### src/rtl/loteria_n.sv
// Two-player lottery: load a draw of N_PICKS numbers, then each player guesses in turn.
// Optional duplicate-guess rejection is compiled in with `define LOTERIA_DUP_REJECT_EN.
module loteria_n #(
  parameter int NUM_W   = 4,
  parameter int N_PICKS = 5,
  parameter int CNT_W   = 5
) (
  input  logic             clock,
  input  logic             reset,
  input  logic [NUM_W-1:0] numero,
  input  logic             insere,
  input  logic             fim,
  input  logic             fim_jogo,
  output logic [1:0]       premio,
  output logic [CNT_W-1:0] p1,
  output logic [CNT_W-1:0] p2,
  output logic [1:0]       estado,
  output logic             dup
);

  typedef enum logic [1:0] {
    CARGA  = 2'b00,
    J1     = 2'b01,
    J2     = 2'b10,
    RESULT = 2'b11
  } state_t;

  localparam logic [3:0]       LAST_IDX  = 4'(N_PICKS - 1);
  localparam logic [CNT_W-1:0] SCORE_MAX = {CNT_W{1'b1}};

  state_t             state_q, state_d;
  logic [3:0]         idx_q, idx_d;
  logic [N_PICKS-1:0] hit_q, hit_d;
  logic [N_PICKS-1:0] hit_new_s;
  logic [CNT_W-1:0]   p1_q, p1_d, p2_q, p2_d;
  logic [1:0]         premio_q, premio_d;
  logic               dup_q, dup_d;
  logic               is_dup_s;
  logic               turn_end_s;
  logic [NUM_W-1:0]   draw_q [N_PICKS];

  function automatic logic [1:0] judge(input logic [CNT_W-1:0] a, input logic [CNT_W-1:0] b);
    if (a > b) begin
      judge = 2'b01;
    end else if (b > a) begin
      judge = 2'b10;
    end else begin
      judge = 2'b11;
    end
  endfunction

  function automatic logic [CNT_W-1:0] bump(input logic [CNT_W-1:0] s);
    if (s == SCORE_MAX) begin
      bump = s;
    end else begin
      bump = s + CNT_W'(1);
    end
  endfunction

`ifdef LOTERIA_DUP_REJECT_EN
  logic [NUM_W-1:0] hist_q [N_PICKS];

  // history only holds entries below idx_q, so clearing idx_q at turn start empties it
  always_ff @(posedge clock) begin
    if (!reset && (state_q == J1 || state_q == J2) && insere && !is_dup_s) begin
      for (int i = 0; i < N_PICKS; i++) begin
        if (idx_q == 4'(i)) hist_q[i] <= numero;
      end
    end
  end

  always_comb begin
    is_dup_s = 1'b0;
    for (int i = 0; i < N_PICKS; i++) begin
      if ((4'(i) < idx_q) && (hist_q[i] == numero)) is_dup_s = 1'b1;
    end
  end
`else
  assign is_dup_s = 1'b0;
`endif

  always_ff @(posedge clock) begin
    if (!reset && state_q == CARGA && insere) begin
      for (int i = 0; i < N_PICKS; i++) begin
        if (idx_q == 4'(i)) draw_q[i] <= numero;
      end
    end
  end

  // a slot scores only once per turn, so repeated draw values are all marked together
  always_comb begin
    hit_new_s = '0;
    for (int i = 0; i < N_PICKS; i++) begin
      hit_new_s[i] = (draw_q[i] == numero) && !hit_q[i];
    end
  end

  always_comb begin
    state_d    = state_q;
    idx_d      = idx_q;
    hit_d      = hit_q;
    p1_d       = p1_q;
    p2_d       = p2_q;
    premio_d   = 2'b00;
    dup_d      = 1'b0;
    turn_end_s = 1'b0;
    case (state_q)
      CARGA: begin
        if (insere) begin
          idx_d = idx_q + 4'd1;
          if (idx_q == LAST_IDX) begin
            state_d = J1;
            idx_d   = 4'd0;
            hit_d   = '0;
          end
        end
      end
      J1, J2: begin
        turn_end_s = fim || (state_q == J2 && fim_jogo);
        if (insere) begin
          if (is_dup_s) begin
            dup_d = 1'b1;
          end else begin
            idx_d = idx_q + 4'd1;
            hit_d = hit_q | hit_new_s;
            if (|hit_new_s) begin
              if (state_q == J1) p1_d = bump(p1_q);
              else               p2_d = bump(p2_q);
            end
            if (idx_q == LAST_IDX) turn_end_s = 1'b1;
          end
        end
        // the final guess is already folded into p1_d/p2_d before judging
        if (turn_end_s) begin
          idx_d = 4'd0;
          hit_d = '0;
          if (state_q == J1) begin
            state_d = J2;
          end else begin
            state_d  = RESULT;
            premio_d = judge(p1_d, p2_d);
          end
        end
      end
      RESULT: begin
        premio_d = premio_q;
      end
      default: begin
        state_d = CARGA;
      end
    endcase
  end

  always_ff @(posedge clock) begin
    if (reset) begin
      state_q  <= CARGA;
      idx_q    <= 4'd0;
      hit_q    <= '0;
      p1_q     <= '0;
      p2_q     <= '0;
      premio_q <= 2'b00;
      dup_q    <= 1'b0;
    end else begin
      state_q  <= state_d;
      idx_q    <= idx_d;
      hit_q    <= hit_d;
      p1_q     <= p1_d;
      p2_q     <= p2_d;
      premio_q <= premio_d;
      dup_q    <= dup_d;
    end
  end

  assign premio = premio_q;
  assign p1     = p1_q;
  assign p2     = p2_q;
  assign estado = state_q;
  assign dup    = dup_q;

endmodule

### config.mk
export PLATFORM = sky130hd
export DESIGN_NAME = loteria_n
export DESIGN_NICKNAME = d
export VERILOG_FILES = /design/src/rtl/loteria_n.sv
export SDC_FILE = /design/constraint.sdc
export NUM_CORES = 1
export LEC_CHECK = 0
export CAP_MARGIN = 10
export CORE_MARGIN = 5
export CORE_UTILIZATION = 55
export DETAILED_ROUTE_END_ITERATION = 7
export PLACE_DENSITY = 0.79
export SYNTH_ARGS = -nofsm -noshare
export SYNTH_HDL_FRONTEND = slang
export SYNTH_SLANG_ARGS = --single-unit
### constraint.sdc
create_clock -name clock -period 5.8 [get_ports clock]
set_input_delay 1.16 -clock clock [delete_from_list [all_inputs] [get_ports clock]]
set_output_delay 1.16 -clock clock [all_outputs]
set_load 0.02 [all_outputs]
==> impl_metrics.yaml <==
yosys:
  syn-cell-area_um2: 2400
  synthTopCellsByArea: "edfxtp_1 25%, dfxtp_1 19%, xor2_1 8.4%, ha_1 8.3%, nor2_1 3.1%"
  synth-async-reset-ratio: 0
  synthCells: 229
  yosysWarningCount: 0
  yosys.area.top_type_share: 0.250
  yosysTopAreaCell: "edfxtp_1"
  yosysSeqAreaShare: 0.441
  syn_nets: 254
  synth-main-ff-cell: "dfxtp_1"
  syn_avg_cell_area_um2: 10.5
  synth_edf_count: 20
  synth_cell_type_count: 46
  ys_ff_latch: 43
clock_tree:
  max-clock-path-buffers: 2
  clockRootBuffer: "clkbuf_8"
  cts_resized: 0
  cts.sinks: 43
  cts_made_buffers: 5
  insertion_delay_ps: 300
  cts_tree: "yes"
  post_cts.repair.setup_buffers: 0
  htree_levels: 2
  ctsHoldBuffers: 0
  cts.clk_slew.worst_paths_ps: 80
final_layout:
  syn_to_final_growth_pct: 12.2
  drive_above_1_share: 0.0645
  insertedDiodeCount: 0
  nets: 272
  final_util: 0.628
floorplanning:
  die_h_um: 76.1
  ios: 24
  fp.dieW_um: 76.1
  coreArea_um2: 4290
  die_area_um2: 5790
  initial_core_util: 0.560
  rows: 24
worst_setup_path:
  critical_path_depth: 13
  worst_r2r_endpoint: "premio[1]"
  worst_ep_arrival_time_ps: 4390
  crit_type: "primary input to register"
  r2r_cells: 12
  setup.worst_path.start: "numero[1]"
  worstPathRequired_ps: 5970
  end_kind: "register"
  slowest_delay_ps: 630
  slowest_stage: "clkdlybuf4s50_1"
  critPathTopFamily: "simple AND/OR/NAND/NOR gates"
  r2r-start: "draw_q[0][4]"
  path_cells: "clkdlybuf4s50_1 > xor2_1 > nor4_1 > a222oi_1 > nand3_2 > and3_4 > mux2_4 > ha_1 > nor2b_1 > o21ai_0 > nand2_1 > a22oi_1 > nor2_1"
  critPathBufInv: 1
  startpoint_type: "primary input"
  r2r_setup_slack_ps: 2750
  critPathMaxFanout: 16
sta:
  hold_ws_ps: 477
  max_slew_margin: 0.521
  setup_viol_count_final: 0
  fin_crit_sh: 0.728
  fin_tns_setup_ps: 0
  timing.fmax_mhz: 237
  drv_slew: 0
  fin_skew_ps: 11.1
  worst_slew_pin_slew_ps: 716
  rsz0062_at_grt: "no"
  hold_violations: 0
  post-route-min-period_ps: 4220
global_routing:
  grt_max_degree: 23
  grt_pass1_vias: 1624
  gr-total-overflow: 0
  antenna_found_initial: 0
  grt_use_total: 0.159
  grt_pass1_wl_mm: 7.67
route:
  drtIter0Drc: 122
  ant_nets: 0
  dr.pass1.iters: 4
  wl_mm: 4.44
  wl_per_cell_um: 14.8
  vias_per_cell: 5.68
  drc: 0
  vias: 1705
worst_hold_path:
  hp-class: "register to register"
  hold_depth: 2
  min_from: "hit_q[3]"
  hold_end: "hit_q[3]"
placed_design:
  dp_hpwl_mm: 3.29
  portBuffers: 22
  place.gp.congestion: 0.828
run_status:
  outcome: "finished clean"
pwr:
  power_density_nw_per_um2: 302
  vdd_drop_max_v: 0.000247
  power.leakage_uw: 0.00101
  total_power_uw: 815
run:
  cap_violations: 0
-- per-layer routing --
| metal | routed length [um] | GRT usage |
|---|---|---|
| met5 | 0 | 0 |
| met4 | 72 | 0.0594 |
| met3 | 224 | 0.0473 |
| met2 | 1970 | 0.240 |
| met1 | 2170 | 0.215 |
-- tightest hold or removal path, delay by kind of cell, from the launching register on --
kind | cells | cell delay [ps]
flip-flops | 1 | 320
AND/OR/NAND/NOR | 1 | 80
AO/OA/AOI/OAI | 1 | 40
-- where the power goes --
group | total (uW) | switching, uW | internal (uW) | leakage, uW
clock network | 186 | 102 | 84.1 | 0.0000412
logic | 256 | 151 | 105 | 0.000607
registers | 372 | 24.3 | 348 | 0.000367
total | 815 | 278 | 537 | 0.00101
-- registers in the layout (all words and copies together), names as in the netlist --
signal / cells
idx_q: 4
p2: 5
estado: 2
premio: 2
draw_q: 20
hit_q: 5
p1: 5
-- per-stage QoR --
stage	area (um2)	std cells	setup WS (ps)
2_1_floorplan	2400	229	2340
3_3_place_gp	2610	292	1380
5_1_grt	2700	300	1320
3_5_place_dp	2610	292	1310
4_1_cts	2700	300	1580
6_report	2700	300	1580
-- Yosys cell counts, drive strengths merged, types with 3 or more instances --
master / count
a21o: 3
a21oi: 9
a311oi: 3
a31oi: 9
a41oi: 3
and2: 8
and3: 7
buf: 7
clkbuf: 4
dfxtp: 23
edfxtp: 20
ha: 16
inv: 7
mux2: 4
mux2i: 5
nand2: 12
nand2b: 7
nand3: 3
nor2: 20
nor2b: 5
nor4: 6
o21ai: 5
xor2: 23
-- cells in the final DEF, fill, tap and decap left out, types with 6 or more instances in the layout --
cell type         n
a21oi_1           9
a31oi_1           9
and2_1            8
clkdlybuf4s50_1  22
dfxtp_1          23
edfxtp_1         20
ha_1             16
inv_1             7
nand2_1          12
nand2b_1          7
nor2_1           20
nor4_1            6
xor2_1           23
-- final cells by class --
| class | instances | area [um2] |
|---|---|---|
| multi-input cells | 168 | 1240 |
| clock inverters | 2 | 12.5 |
| repair buffers | 22 | 220 |
| flip-flops and latches | 43 | 1060 |
| well taps | 52 | 65.1 |
| fillers | 365 | 1600 |
| clock buffers | 6 | 72.6 |
| inverters | 7 | 26.3 |
-- worst max path at each step --
stage,to
after floorplan,premio[1]
after global placement,premio[1]
after detailed placement,premio[1]
after CTS,premio[1]
after global routing,premio[1]
final,premio[1]
-- logic make-up (layout without fill, tap and decap cells) --
group                    Yosys count  after routing  share of synthesized area
AO/OA/AOI/OAI                     43             43                      0.129
XOR/XNOR                          25             25                     0.0911
adder cells (fa/ha/maj)           16             16                     0.0833
buffers and inverters             18             37                     0.0427
flip-flops                        43             43                      0.441
multiplexers                       9              9                     0.0427
other                              1              1                    0.00156
AND/OR/NAND/NOR                   74             74                      0.168
Power figures use the tool's default switching activity.
